`src/rtl/fifo_ctrl_pkg.sv`:
```
// fifo_ctrl_pkg: shared state encoding and parameter defaults for the FIFO read arbiter
package fifo_ctrl_pkg;
  localparam int DEF_DATA_WIDTH = 8;
  localparam int DEF_N_CONS = 4;
  localparam int DEF_BURST_LEN = 4;
  localparam int DEF_STALL_MAX = 8;
  typedef enum logic [1:0] {IDLE, BURST, RELEASE} state_t;
endpackage

```
`src/rtl/rr_pick.sv`:
```
// rr_pick: round-robin selector searching upward from last_id+1 with wrap
module rr_pick #(
  parameter int N = 4,
  parameter int ID_W = $clog2(N)
) (
  input  logic [N-1:0]    req,
  input  logic [ID_W-1:0] last_id,
  output logic [N-1:0]    grant,
  output logic [ID_W-1:0] id,
  output logic            any
);
  logic [ID_W-1:0] idx;
  // first requester after last_id wins; the previous winner is considered last
  always_comb begin
    id = '0;
    any = 1'b0;
    idx = '0;
    for (int i = 1; i <= N; i++) begin
      idx = ID_W'((int'(last_id) + i) % N);
      if (!any && req[idx]) begin
        any = 1'b1;
        id = idx;
      end
    end
    grant = any ? N'(1) << id : '0;
  end
endmodule

```
`src/rtl/fifo_read_arbiter.sv`:
```
// fifo_read_arbiter: grants bursts of FIFO pops to consumers in round-robin order
module fifo_read_arbiter
  import fifo_ctrl_pkg::*;
#(
  parameter int DATA_WIDTH = DEF_DATA_WIDTH,
  parameter int N_CONS = DEF_N_CONS,
  parameter int BURST_LEN = DEF_BURST_LEN,
  parameter int STALL_MAX = DEF_STALL_MAX,
  localparam int ID_W = $clog2(N_CONS)
) (
  input  logic                  r_clk,
  input  logic                  r_rst,
  input  logic                  r_empty,
  input  logic [DATA_WIDTH-1:0] r_data,
  output logic                  r_req,
  input  logic [N_CONS-1:0]     cons_req,
  input  logic [N_CONS-1:0]     cons_ready,
  output logic [N_CONS-1:0]     cons_grant,
  output logic                  out_valid,
  output logic [DATA_WIDTH-1:0] out_data,
  output logic [ID_W-1:0]       out_id
);
  localparam int BW = $clog2(BURST_LEN + 1);
  localparam int SW = $clog2(STALL_MAX + 1);
  state_t state, state_nx;
  logic [N_CONS-1:0] grant_nx, pick_grant;
  logic [ID_W-1:0] id_nx, last_id, last_nx, pick_id;
  logic [BW-1:0] beat, beat_nx;
  logic [SW-1:0] stall, stall_nx;
  logic pick_any;
  rr_pick #(.N(N_CONS)) u_pick (
    .req(cons_req),
    .last_id(last_id),
    .grant(pick_grant),
    .id(pick_id),
    .any(pick_any)
  );
  assign out_valid = state == BURST && !r_empty && !r_rst;
  assign r_req = out_valid && cons_ready[out_id] && cons_req[out_id];
  assign out_data = r_data;
  // next-state: grant in IDLE, count beats/stalls in BURST, rotate priority in RELEASE
  always_comb begin
    state_nx = state;
    grant_nx = cons_grant;
    id_nx = out_id;
    last_nx = last_id;
    beat_nx = beat;
    stall_nx = stall;
    case (state)
      IDLE: if (!r_empty && pick_any) begin
        state_nx = BURST;
        grant_nx = pick_grant;
        id_nx = pick_id;
      end
      BURST: begin
        beat_nx = r_req ? beat + BW'(1) : beat;
        stall_nx = r_empty ? stall + SW'(1) : '0;
        if ((r_req && beat_nx == BW'(BURST_LEN)) || !cons_req[out_id] || (r_empty && stall_nx == SW'(STALL_MAX))) begin
          state_nx = RELEASE;
          grant_nx = '0;
        end
      end
      RELEASE: begin
        state_nx = IDLE;
        last_nx = out_id;
        beat_nx = '0;
        stall_nx = '0;
      end
      default: state_nx = IDLE;
    endcase
  end
  // state and grant registers; reset leaves consumer 0 with top priority
  always_ff @(posedge r_clk) begin
    if (r_rst) begin
      state <= IDLE;
      cons_grant <= '0;
      out_id <= '0;
      last_id <= ID_W'(N_CONS - 1);
      beat <= '0;
      stall <= '0;
    end else begin
      state <= state_nx;
      cons_grant <= grant_nx;
      out_id <= id_nx;
      last_id <= last_nx;
      beat <= beat_nx;
      stall <= stall_nx;
    end
  end
endmodule
```
`config.mk`:
```
export PLATFORM = sky130hd
export DESIGN_NAME = fifo_read_arbiter
export DESIGN_NICKNAME = d
export VERILOG_FILES = /design/src/rtl/fifo_ctrl_pkg.sv /design/src/rtl/rr_pick.sv /design/src/rtl/fifo_read_arbiter.sv
export SDC_FILE = /design/constraint.sdc
export NUM_CORES = 1
export LEC_CHECK = 0
export CAP_MARGIN = 20
export CELL_PAD_IN_SITES_DETAIL_PLACEMENT = 1
export CELL_PAD_IN_SITES_GLOBAL_PLACEMENT = 1
export CORE_MARGIN = 4
export CORE_UTILIZATION = 33
export CTS_BUF_LIST = sky130_fd_sc_hd__clkbuf_16
export CTS_CLUSTER_DIAMETER = 100
export DETAILED_ROUTE_END_ITERATION = 16
export GPL_TIMING_DRIVEN = 0
export PLACE_DENSITY_LB_ADDON = 0.1
export RECOVER_POWER = 100
export SYNTH_ARGS = -nofsm -noshare
export SYNTH_HDL_FRONTEND = slang
export SYNTH_SLANG_ARGS = --single-unit
```
`constraint.sdc`:
```
create_clock -name r_clk -period 2.2 [get_ports r_clk]
set_clock_uncertainty 0.15 [all_clocks]
set_input_delay 0.33 -clock r_clk [delete_from_list [all_inputs] [get_ports r_clk]]
set_output_delay 0.33 -clock r_clk [all_outputs]
set_load 0.02 [all_outputs]
```
# --- Word level (Yosys, flattened, before mapping) ---
# Index checks and enable logic that the tools add are counted.
word_totals:
  ff_bits: 17
  latchBits: 0
  ram_bits: 0
  mem_bits_ro: 0
  out_inout_bits: 16
  memories: 0
classes:
  addsub: 6
  n_mul: 0
  div: 0
  order_cmp: 5
  eq_ne: 6
  n_shift: 1
  mux: 31
  bitwise_logic: 0
  n_reduce_logical: 24
ops:
  columns: ["op", "n"]
  rows:
  - ["$mux W4", 4]
  - ["$pmux W4 S2", 2]
  - ["$lt A2 B3 Y1 const B", 5]
  - ["$bmux W1 S2", 6]
  - ["$mux W2", 6]
  - ["$logic_and A1 B1 Y1", 10]
  - ["$mux W1", 10]
  - ["$logic_not A1 Y1", 6]
  - ["$pmux W3 S2", 1]
  - ["$add A2 B1 Y2 const B", 2]
  - ["$add A2 B2 Y2 const B", 2]
  - ["$add A4 B1 Y4 const B", 1]
  - ["$eq A4 B4 Y1 const B", 1]
  - ["$pmux W2 S2", 1]
  - ["$reduce_and A2 Y1", 2]
  - ["$reduce_bool A2 Y1", 2]
  - ["$shl A1 B2 Y4 const A", 1]
  - ["$add A3 B1 Y3 const B", 1]
  - ["$eq A3 B3 Y1 const B", 1]
  - ["$mux W3", 1]
  - ["$reduce_and A3 Y1", 1]
  - ["$eq A2 B1 Y1 const B", 1]
  - ["$eq A2 B2 Y1 const B", 1]
  - ["$logic_not A2 Y1", 1]
  - ["other kinds (3)", 4]

# --- Longest topological paths before layout ---
# Gate-level depths: netlist of run 1.
logic_depth:
  ltp_word: 17
  mapped_depth: 8
  ltp_nobuf: 7

# --- Cells and area by module ---
# A second synthesis of run 1 with hierarchy kept.
unflattened:
  cells_unflattened: 139
  hier_area_um2: 1199.9
by_module_without_submodules:
  columns: ["mod", "n_inst", "cells_each", "area_each_um2", "seq_area_each_um2"]
  rows:
  - ["fifo_read_arbiter", 1, 109, 998.5, 340.3]
  - ["rr_pick", 1, 30, 201.4, 0.0]

# --- Worst setup path before layout of run 1 ---
# No wires, ideal clock.
synth_path:
  path_kind: "register -> register"
  start: "register state[1]"
  end: "register beat[2]"
  setup_time_ns: 0.131
  t_arrival_ns: 2.031
  t_required_ns: 1.919
  slack_ns: -0.111
  stages_incl_launch_ff: 9
  cell_sequence: "dfxtp_1 inv_1 ha_1 nor3b_1 and3_4 buf_6 a211oi_2 a41oi_1 a21oi_2"
synth_between:
  elab_chain_len: 7
synth_lines:
  columns: ["element", "line_no", "rtl"]
  rows:
  - ["start, declared", "fifo_read_arbiter.sv:25", "state_t state, state_nx;"]
  - ["start signal, assigned", "fifo_read_arbiter.sv:82", "state <= state_nx;"]
  - ["$eq A2 B1 Y1", "fifo_read_arbiter.sv:38", "assign out_valid = state == BURST && !r_empty && !r_rst;"]
  - ["$logic_and A1 B1 Y1 (2 in series)", "fifo_read_arbiter.sv:38", null]
  - ["named net out_valid", "fifo_read_arbiter.sv:19", "output logic out_valid,"]
  - ["$logic_and A1 B1 Y1 (2 in series)", "fifo_read_arbiter.sv:39", "assign r_req = out_valid && cons_ready[out_id] && cons_req[out_id];"]
  - ["named net r_req", "fifo_read_arbiter.sv:15", "output logic r_req,"]
  - ["$mux W3", "fifo_read_arbiter.sv:56", "beat_nx = r_req ? beat + BW'(1) : beat;"]
  - ["$pmux W3 S2", "fifo_read_arbiter.sv:49", "case (state)"]
  - ["end signal, assigned", "fifo_read_arbiter.sv:86", "beat <= beat_nx;"]
  - ["end, declared", "fifo_read_arbiter.sv:28", "logic [BW-1:0] beat, beat_nx;"]
# The timed path passes the listed nets, and every way through them passes these cells.
# A chain may end at the register's enable or synchronous reset.

# --- Final worst setup path of run 1 ---
layout_path:
  start: "input port cons_ready[3]"
  end: "output port r_req"
layout_between:
  elab_chain_len: 4
layout_lines:
  columns: ["element", "line_no", "rtl"]
  rows:
  - ["start, declared", "fifo_read_arbiter.sv:17", "input logic [N_CONS-1:0] cons_ready,"]
  - ["$bmux W1 S2", "fifo_read_arbiter.sv:39", null]
  - ["$mux W1 (not written as such)", "fifo_read_arbiter.sv:39", null]
  - ["$logic_and A1 B1 Y1 (2 in series)", "fifo_read_arbiter.sv:39", null]
  - ["end, declared", "fifo_read_arbiter.sv:15", null]
# No other way between the ends. The select of a mux whose other input is x is not followed.

==> impl_metrics.py, run 1 <==
metrics = {
    "run_status": {
        "status": "finished, final reports clean",
    },
    "yosys": {
        "synth_compound_area_share_pct": 18.2,
        "synth-seq-cells": 17,
        "avgSynthCellArea_um2": 8.84,
        "ys_seq_area_share_pct": 31.3,
        "synth_warnings": 0,
        "syn_area_um2": 1090,
        "muxShareOfSynthArea_pct": 6.90,
        "synthAdderAreaFrac_pct": 6.90,
        "syn_nets": 148,
        "netlist_instances": 123,
        "synth_top_family_by_area": "simple AND/OR/NAND/NOR gates",
        "ys_types": 38,
        "synth_xor_area_share_pct": 2.42,
        "yosys.area_share.simple_pct": 23.9,
    },
    "timing": {
        "max_slew_margin_pct": 54.4,
        "worst_slew_pin_slew_ns": 0.684,
        "fmax_ghz": 0.465,
        "setup_viol": 0,
        "hold_viol_final": 0,
        "fin_crit_sh_pct": 97.8,
        "rsz0062_at_grt": "false",
        "min_period_ns": 2.15,
        "drv_slew": 0,
    },
    "drt": {
        "routed_via_density": 5.04,
        "postRouteAntennaNets": 0,
        "drt-pass1-iter-count": 4,
        "wl_mm": 2.94,
        "drt_iter0_markers": 44,
        "vias": 1002,
        "avgRoutedWirePerCell_um": 14.8,
        "drcViolationCount": 0,
    },
    "hold_path": {
        "min_path_type": "reg -> reg",
    },
    "pwr": {
        "power.leakage_nw": 0.626,
        "finalPower_uw": 955,
        "peakVddDrop_uv": 214,
        "p_per_area_nw_per_um2": 637,
    },
    "cts": {
        "insertion_delay_ns": 0.25,
        "clock_sinks": 17,
        "holdBufCountCts": 0,
        "cts_tree": "built",
        "cts_root_buffer": "clkbuf_16",
        "cts_max_level": 1,
        "path_clk_slew_ns": 0.05,
        "cts_buffer_depth": 2,
        "cts_buffers": 3,
    },
    "floorplan": {
        "die_y_um": 65.4,
        "die_w_um": 65.4,
        "dieArea_um2": 4280,
        "top_level_ports": 35,
        "rows": 20,
        "core-area_um2": 3100,
        "initial_utilization_pct": 35.0,
    },
    "global_route": {
        "gr-total-overflow": 0,
        "grt_max_degree": 11,
        "grt_pass1_wl_mm": 4.73,
        "track_usage_pct": 14.2,
        "grt_pass1_vias": 1010,
        "antenna_found_initial": 0,
    },
    "flow_run": {
        "drv_cap": 0,
    },
    "placed_design": {
        "port_buffers": 26,
        "place.gp.congestion": 0.723,
        "place_inst": 193,
        "dp_hpwl_mm": 2.22,
    },
    "layout": {
        "final_common_cell": "dfxtp_1",
        "drive_above_1_share_pct": 16.1,
        "final_cell_mix": "16 x dfxtp_1, 15 x dlygate4sd3_1, 13 x nor2_1",
        "area_growth_pct": 37.7,
        "fin_cells": 199,
        "fin_nets": 181,
        "antennaDiodeCount": 0,
    },
    "worst_setup_path": {
        "path_max_fanout": 6,
        "arrival_ns": 1.67,
        "crit_type": "in -> out",
        "cp-start-kind": "input pin",
        "worstPathRequired_ns": 1.72,
        "cp-end-kind": "output pin",
    },
}
[synth_stat cells]
cell type / n / area [um^2]
nand2_1: 4 / 15.0
a211oi_2: 1 / 12.5
nor4_1: 1 / 6.26
nand4b_1: 4 / 35.0
dfxtp_1: 17 / 340
a31oi_1: 1 / 6.26
mux2i_1: 3 / 30.0
o21ai_0: 5 / 25.0
nor3_1: 1 / 5.00
a41oi_1: 1 / 8.76
nand4_1: 2 / 12.5
clkbuf_1: 3 / 11.3
nor3b_1: 1 / 7.51
a21oi_1: 8 / 40.0
and3_4: 1 / 11.3
and3b_1: 1 / 8.76
nor2b_4: 1 / 13.8
o2111ai_2: 1 / 15.0
a211oi_1: 2 / 15.0
ha_1: 6 / 75.1
a32oi_1: 1 / 8.76
inv_1: 8 / 30.0
nor2b_1: 4 / 25.0
buf_4: 8 / 60.1
buf_6: 1 / 11.3
a221oi_1: 1 / 8.76
o32ai_1: 2 / 17.5
mux4_2: 2 / 45.0
o21ai_1: 1 / 5.00
nand3_1: 2 / 10.0
nand2b_1: 7 / 43.8
nor2_1: 13 / 48.8
xnor2_1: 1 / 8.76
a21oi_2: 1 / 8.76
xor2_1: 2 / 17.5
nand3b_1: 1 / 7.51
nor3_2: 1 / 10.0
a211o_1: 3 / 26.3
[flip-flops by register name, summed over array words and instances (netlist names)]
signal,flops
cons_grant,4
stall,4
beat,3
last_id,2
out_id,2
state,2
[report_power, final]
group          switching [mW]  total [mW]  internal, mW  leakage (nW)
sequential             0.0215       0.350         0.329         0.138
clock                   0.117       0.358         0.241        0.0423
combinational           0.130       0.247         0.116         0.446
total                   0.268       0.955         0.686         0.626
[kinds of logic after synthesis]
kind of cell	Yosys count
AO/OA/AOI/OAI	28
flip-flops	17
buffers and inverters	20
XOR/XNOR	3
multiplexers	5
AND/OR/NAND/NOR	44
adder cells (fa/ha/maj)	6
[area by class of cell]
type / instances / area (um^2)
tap: 44 / 55.1
fill: 381 / 1610
clock inverter: 1 / 3.75
timing repair buffer: 28 / 269
inverter: 8 / 30.0
multi-input combinational: 86 / 641
buffer: 12 / 82.6
clock buffer: 3 / 75.1
sequential: 17 / 342
[repair_timing]
action | CTS | global route
setup endpoints to repair | 2 | 1
resized for setup | 10 | 4
buffers inserted | 1 | 1
[through the flow]
stage	setup slack [ns]	setup TNS (ns)	hold WS, ns	util, %	cell area (um^2)
floorplan	0.194	0	0.308	-	1090
global placement	-0.484	-1.47	0.312	45.4	1410
detailed placement	-0.508	-1.71	0.323	45.4	1410
CTS	0.00254	0	0.341	47.8	1480
global route	0.00916	0	0.352	48.3	1500
finish	0.0475	0	0.331	48.3	1500
[worst max-delay path, stage by stage]
cell and delay (ns):
clkdlybuf4s50_1 0.39, mux4_2 0.48, and3_4 0.20, buf_6 0.12, clkbuf_2 0.15
[final timing paths]
path	start	end	slack, ns	cells after the start
hold / removal	cons_grant[2]	cons_grant[2]	0.33	2
hold reg to reg	cons_grant[2]	cons_grant[2]	0.33	2
setup / recovery	cons_ready[3]	r_req	0.05	5
setup reg to reg	out_id[0]	cons_grant[3]	0.14	6
[routing by layer]
layer | share of wire [%] | up-vias | global-route usage (%)
li1 | - | 496 | -
met4 | 0.44 | 0 | 3.89
met1 | 41 | 483 | 16.0
met2 | 54 | 21 | 26.4
met3 | 4.5 | 2 | 3.25
met5 | 0 | - | 0
Power figures use the tool's default switching activity.
==> inputs of run 2 (changes only) <==
Settings changed: CTS_CLUSTER_DIAMETER 100 to 200, RECOVER_POWER 100 to 25.
==> run 2 against run 1 <==
  * Worst setup slack got worse by 0.0047 ns
  * Flip-flop and latch count did not move
  * Register-to-register slack improved by 0.04 ns
  * Non-clock buffer count did not move
==> impl_metrics.py, run 2 (same netlist as run 1, synthesis figures left out) <==
metrics = {
    "floorplan": {
        "die_y_um": 65.4,
        "initial_utilization_pct": 35.0,
        "die_w_um": 65.4,
        "core-area_um2": 3100,
        "top_level_ports": 35,
        "dieArea_um2": 4280,
        "rows": 20,
    },
    "drt": {
        "wl_mm": 2.94,
        "avgRoutedWirePerCell_um": 14.8,
        "vias": 1003,
        "drt_iter0_markers": 44,
        "postRouteAntennaNets": 0,
        "drt-pass1-iter-count": 4,
        "routed_via_density": 5.04,
        "drcViolationCount": 0,
    },
    "flow_run": {
        "drv_cap": 0,
    },
    "placed_design": {
        "dp_hpwl_mm": 2.22,
        "place.gp.congestion": 0.723,
        "port_buffers": 26,
    },
    "cts": {
        "cts_max_level": 1,
        "cts_buffer_depth": 2,
        "insertion_delay_ns": 0.25,
        "cts_root_buffer": "clkbuf_16",
        "cts_buffers": 3,
        "cts_tree": "built",
        "clock_sinks": 17,
        "path_clk_slew_ns": 0.05,
    },
    "pwr": {
        "p_per_area_nw_per_um2": 641,
        "peakVddDrop_uv": 214,
        "power.leakage_nw": 0.617,
    },
    "timing": {
        "fmax_ghz": 0.464,
        "rsz0062_at_grt": "false",
        "max_slew_margin_pct": 54.4,
        "setup_viol": 0,
        "hold_ws_ns": 0.333,
        "fin_crit_sh_pct": 98.1,
        "hold_viol_final": 0,
        "min_period_ns": 2.16,
        "worst_slew_pin_slew_ns": 0.684,
        "drv_slew": 0,
    },
    "layout": {
        "post-route-util_pct": 48.5,
        "area_growth_pct": 38.4,
        "final_common_cell": "dfxtp_1",
        "final_cell_mix": "16 x dfxtp_1, 13 x nor2_1, 11 x clkdlybuf4s50_1",
        "antennaDiodeCount": 0,
        "largest_registers": "cons_grant (4), stall (4), beat (3)",
        "drive_above_1_share_pct": 16.8,
        "fin_nets": 181,
    },
    "worst_setup_path": {
        "cp_cell_sequence": "clkdlybuf4s50_1, mux4_2, and3_4, buf_6, buf_2",
        "cp.buffers_inverters": 3,
        "path_max_fanout": 6,
        "cp-start-kind": "input pin",
        "arrival_ns": 1.68,
        "worstPathRequired_ns": 1.72,
        "rrSetupSlack_ns": 0.18,
        "max_stage_delay_ns": 0.48,
        "crit_family": "buffers and inverters",
        "critPathSlowestCell": "mux4_2",
        "cp-end-kind": "output pin",
        "crit_type": "in -> out",
    },
    "global_route": {
        "track_usage_pct": 14.2,
        "antenna_found_initial": 0,
        "grt_max_degree": 11,
        "grt_pass1_vias": 1010,
        "grt_pass1_wl_mm": 4.73,
        "gr-total-overflow": 0,
    },
    "hold_path": {
        "min_path_type": "reg -> reg",
    },
    "run_status": {
        "status": "finished, final reports clean",
    },
}
[run 2: report_power, final]
part / internal [mW] / total, mW / switching, mW
clock network: 0.241 / 0.358 / 0.117
logic: 0.124 / 0.256 / 0.132
registers: 0.329 / 0.351 / 0.0220
total: 0.694 / 0.964 / 0.271
[run 2: worst register-to-register path, cell delays in order (launching register included)]
cell,delay [ns]
dfxtp_2,0.39
mux4_2,0.53
buf_4,0.15
nand4_1,0.09
o2111ai_2,0.20
nor2b_4,0.19
o32ai_1,0.23
[run 2: cell type report]
cell class | instances | area (um^2)
repair buffers | 28 | 269
multi-input cells | 86 | 648
well taps | 44 | 55.1
plain buffers | 12 | 82.6
inverters | 8 | 30.0
flip-flops and latches | 17 | 342
fillers | 381 | 1600
clock inverters | 1 | 3.75
clock buffers | 3 | 75.1
[run 2: what timing repair did]
| action | in CTS | in global routing |
|---|---|---|
| setup buffers | 1 | 1 |
| resized for setup | 10 | 4 |
| hold buffers | 0 | 0 |
| cloned | 0 | 0 |
| setup endpoints to repair | 2 | 1 |
| endpoints found under the hold margin | 0 | 0 |
[run 2: path summary, 6_finish.rpt]
check / end / start / depth (start not counted)
max: r_req / cons_ready[3] / 5
min: cons_grant[2] / cons_grant[2] / 2
max reg2reg: cons_grant[3] / out_id[0] / 6
min reg2reg: cons_grant[2] / cons_grant[2] / 2
[run 2: layer usage]
| metal | routed length (um) | up-vias | global-route usage (%) |
|---|---|---|---|
| li1 | - | 496 | - |
| met1 | 1210 | 484 | 16.0 |
| met2 | 1580 | 21 | 26.4 |
| met3 | 133 | 2 | 3.25 |
| met4 | 13 | 0 | 3.89 |
| met5 | 0 | - | 0 |
[run 2: stage by stage]
step	setup TNS (ns)	power, mW	cell area (um^2)	setup WS (ns)	instances
finish	0	0.964	1510	0.0428	199
global route	0	1.02	1510	0.0110	199
CTS	0	0.976	1480	0.00254	198
detailed placement	-1.71	0.610	1410	-0.508	193
global placement	-1.47	0.601	1410	-0.484	193
floorplan	0	0.515	1090	0.194	123
==> inputs of run 3 (changes only) <==
Settings changed: CORE_UTILIZATION 33 to 36, PLACE_DENSITY_LB_ADDON 0.1 to 0.08.
Clock period 2.2 ns to 2.6 ns, I/O delays scaled along.
==> run 3 against run 2 <==
  * Design area fell by 1.7%
  * Flip-flop and latch count unchanged
  * Power down 15%
  * Non-clock buffer count decreased by 1
  * Largest cell class unchanged
  * Highest routed layer unchanged
==> impl_metrics.py, run 3 (same netlist as run 1, synthesis figures left out) <==
metrics = {
    "drt": {
        "postRouteAntennaNets": 0,
        "wl_mm": 2.75,
        "drt-pass1-iter-count": 2,
        "routed_via_density": 5.39,
        "routed-wl-met2_mm": 1.36,
        "drt_iter0_markers": 52,
        "met1_length_mm": 1.24,
        "drcViolationCount": 0,
        "avgRoutedWirePerCell_um": 14.8,
        "vias": 998,
        "wl_met3_um": 108,
        "top_layer_used": "met4",
    },
    "worst_setup_path": {
        "cp-end-kind": "output pin",
        "cp-start-kind": "input pin",
        "critPathSlowestCell": "mux4_2",
        "crit_path_start": "cons_req[2]",
        "r2r_cells": 5,
        "crit_type": "in -> out",
        "cp_cell_sequence": "clkdlybuf4s50_1, mux4_2, and3_4, buf_6, dlygate4sd2_1",
        "worstPathRequired_ns": 2.06,
        "path_max_fanout": 6,
        "max_stage_delay_ns": 0.50,
        "arrival_ns": 1.99,
        "timing.rr.start": "out_id[0]",
    },
    "placed_design": {
        "pre_cts_ws_ns": -0.261,
        "dp_hpwl_mm": 2.11,
        "place.gp.congestion": 0.834,
        "port_buffers": 26,
    },
    "cts": {
        "cts_buffers": 3,
        "insertion_delay_ns": 0.25,
        "path_clk_slew_ns": 0.05,
        "cts_tree": "built",
        "cts_root_buffer": "clkbuf_16",
        "cts_buffer_depth": 2,
        "cts_max_level": 1,
        "clock_sinks": 17,
        "holdBufCountCts": 0,
    },
    "pwr": {
        "power.internal_uw": 586,
        "power.leakage_nw": 0.593,
        "pwr-share-seq_pct": 36.1,
        "pwr-share-comb_pct": 26.0,
        "finalPower_uw": 819,
        "peakVddDrop_uv": 460,
        "p_sw_share_pct": 28.4,
        "pwr-share-clk_pct": 37.9,
        "p_per_area_nw_per_um2": 553,
        "power.switching_uw": 233,
    },
    "global_route": {
        "grt_pass1_wl_mm": 4.91,
        "antenna_found_initial": 0,
        "grt_max_degree": 11,
        "grt_pass1_vias": 1082,
        "gr-total-overflow": 0,
        "track_usage_pct": 15.3,
    },
    "floorplan": {
        "core-area_um2": 2830,
        "die_w_um": 63.0,
        "initial_utilization_pct": 38.4,
        "dieArea_um2": 3960,
        "rows": 19,
        "top_level_ports": 35,
        "die_y_um": 63.0,
    },
    "hold_path": {
        "whs_path_depth": 2,
        "min_path_type": "reg -> reg",
        "min_from": "cons_grant[0]",
    },
    "timing": {
        "max_slew_margin_pct": 58.8,
        "hold_viol_final": 0,
        "fmax_ghz": 0.395,
        "finalSetupTns_ns": 0,
        "setup_viol": 0,
        "rsz0062_at_grt": "false",
        "drv_slew": 0,
        "fin_crit_sh_pct": 97.3,
        "worst_slew_pin_slew_ns": 0.618,
        "min_period_ns": 2.53,
        "fin_ws_ns": 0.0694,
    },
    "layout": {
        "drive_above_1_share_pct": 14.3,
        "largest_registers": "cons_grant (4), stall (4), beat (3)",
        "final_cell_mix": "17 x dfxtp_1, 17 x clkdlybuf4s50_1, 13 x nor2_1",
        "post-route-util_pct": 52.3,
        "antennaDiodeCount": 0,
        "area_growth_pct": 36.0,
        "fin_nets": 180,
        "fill_cells": 339,
    },
    "run_status": {
        "status": "finished, final reports clean",
    },
    "flow_run": {
        "drv_cap": 0,
    },
}
-- run 3: power by group through the flow --
| stage | logic [mW] | clock network [mW] | registers [mW] |
|---|---|---|---|
| after CTS | 0.215 | 0.320 | 0.296 |
| after detailed placement | 0.213 | 0 | 0.301 |
| final | 0.213 | 0.310 | 0.295 |
| after global routing | 0.237 | 0.332 | 0.298 |
| after floorplan | 0.129 | 0 | 0.306 |
| after global placement | 0.209 | 0 | 0.300 |
-- run 3: worst max-delay path: cells and delay by family --
kind | cells | cell delay, ns
multiplexers | 1 | 0.50
AND/OR/NAND/NOR | 1 | 0.19
buffers and inverters | 3 | 0.91
-- run 3: stage by stage --
stage,hold WS [ns],area (um^2),std cells
final,0.325,1480,185
after global routing,0.369,1480,185
after CTS,0.329,1470,184
after detailed placement,0.319,1390,180
after global placement,0.316,1390,180
after floorplan,0.308,1090,123
-- run 3: repair_timing --
item / in CTS / in global routing
resized for setup: 2 / 1
setup endpoints to repair: 1 / 1
setup buffers: 0 / 1
-- run 3: path summary, 6_finish.rpt --
check                  endpoint  slack [ns]
hold / removal    cons_grant[0]        0.33
hold reg to reg   cons_grant[0]        0.33
setup / recovery          r_req        0.07
setup reg to reg  cons_grant[3]        0.61
-- run 3: final cells by class --
class                      count  area (um^2)  area share, %
inverter                       8         30.0           2.03
clock inverter                 1         3.75          0.254
timing repair buffer          27          269           18.2
tap                           31         38.8           2.62
sequential                    17          340           23.0
multi-input combinational     86          639           43.2
buffer                        12         82.6           5.58
clock buffer                   3         75.1           5.08
-- run 3: per-layer routing --
layer | vias up | track usage [%]
li1 | 496 | -
met1 | 471 | 18.8
met2 | 26 | 26.1
met3 | 5 | 3.60
met4 | 0 | 4.96
met5 | - | 0
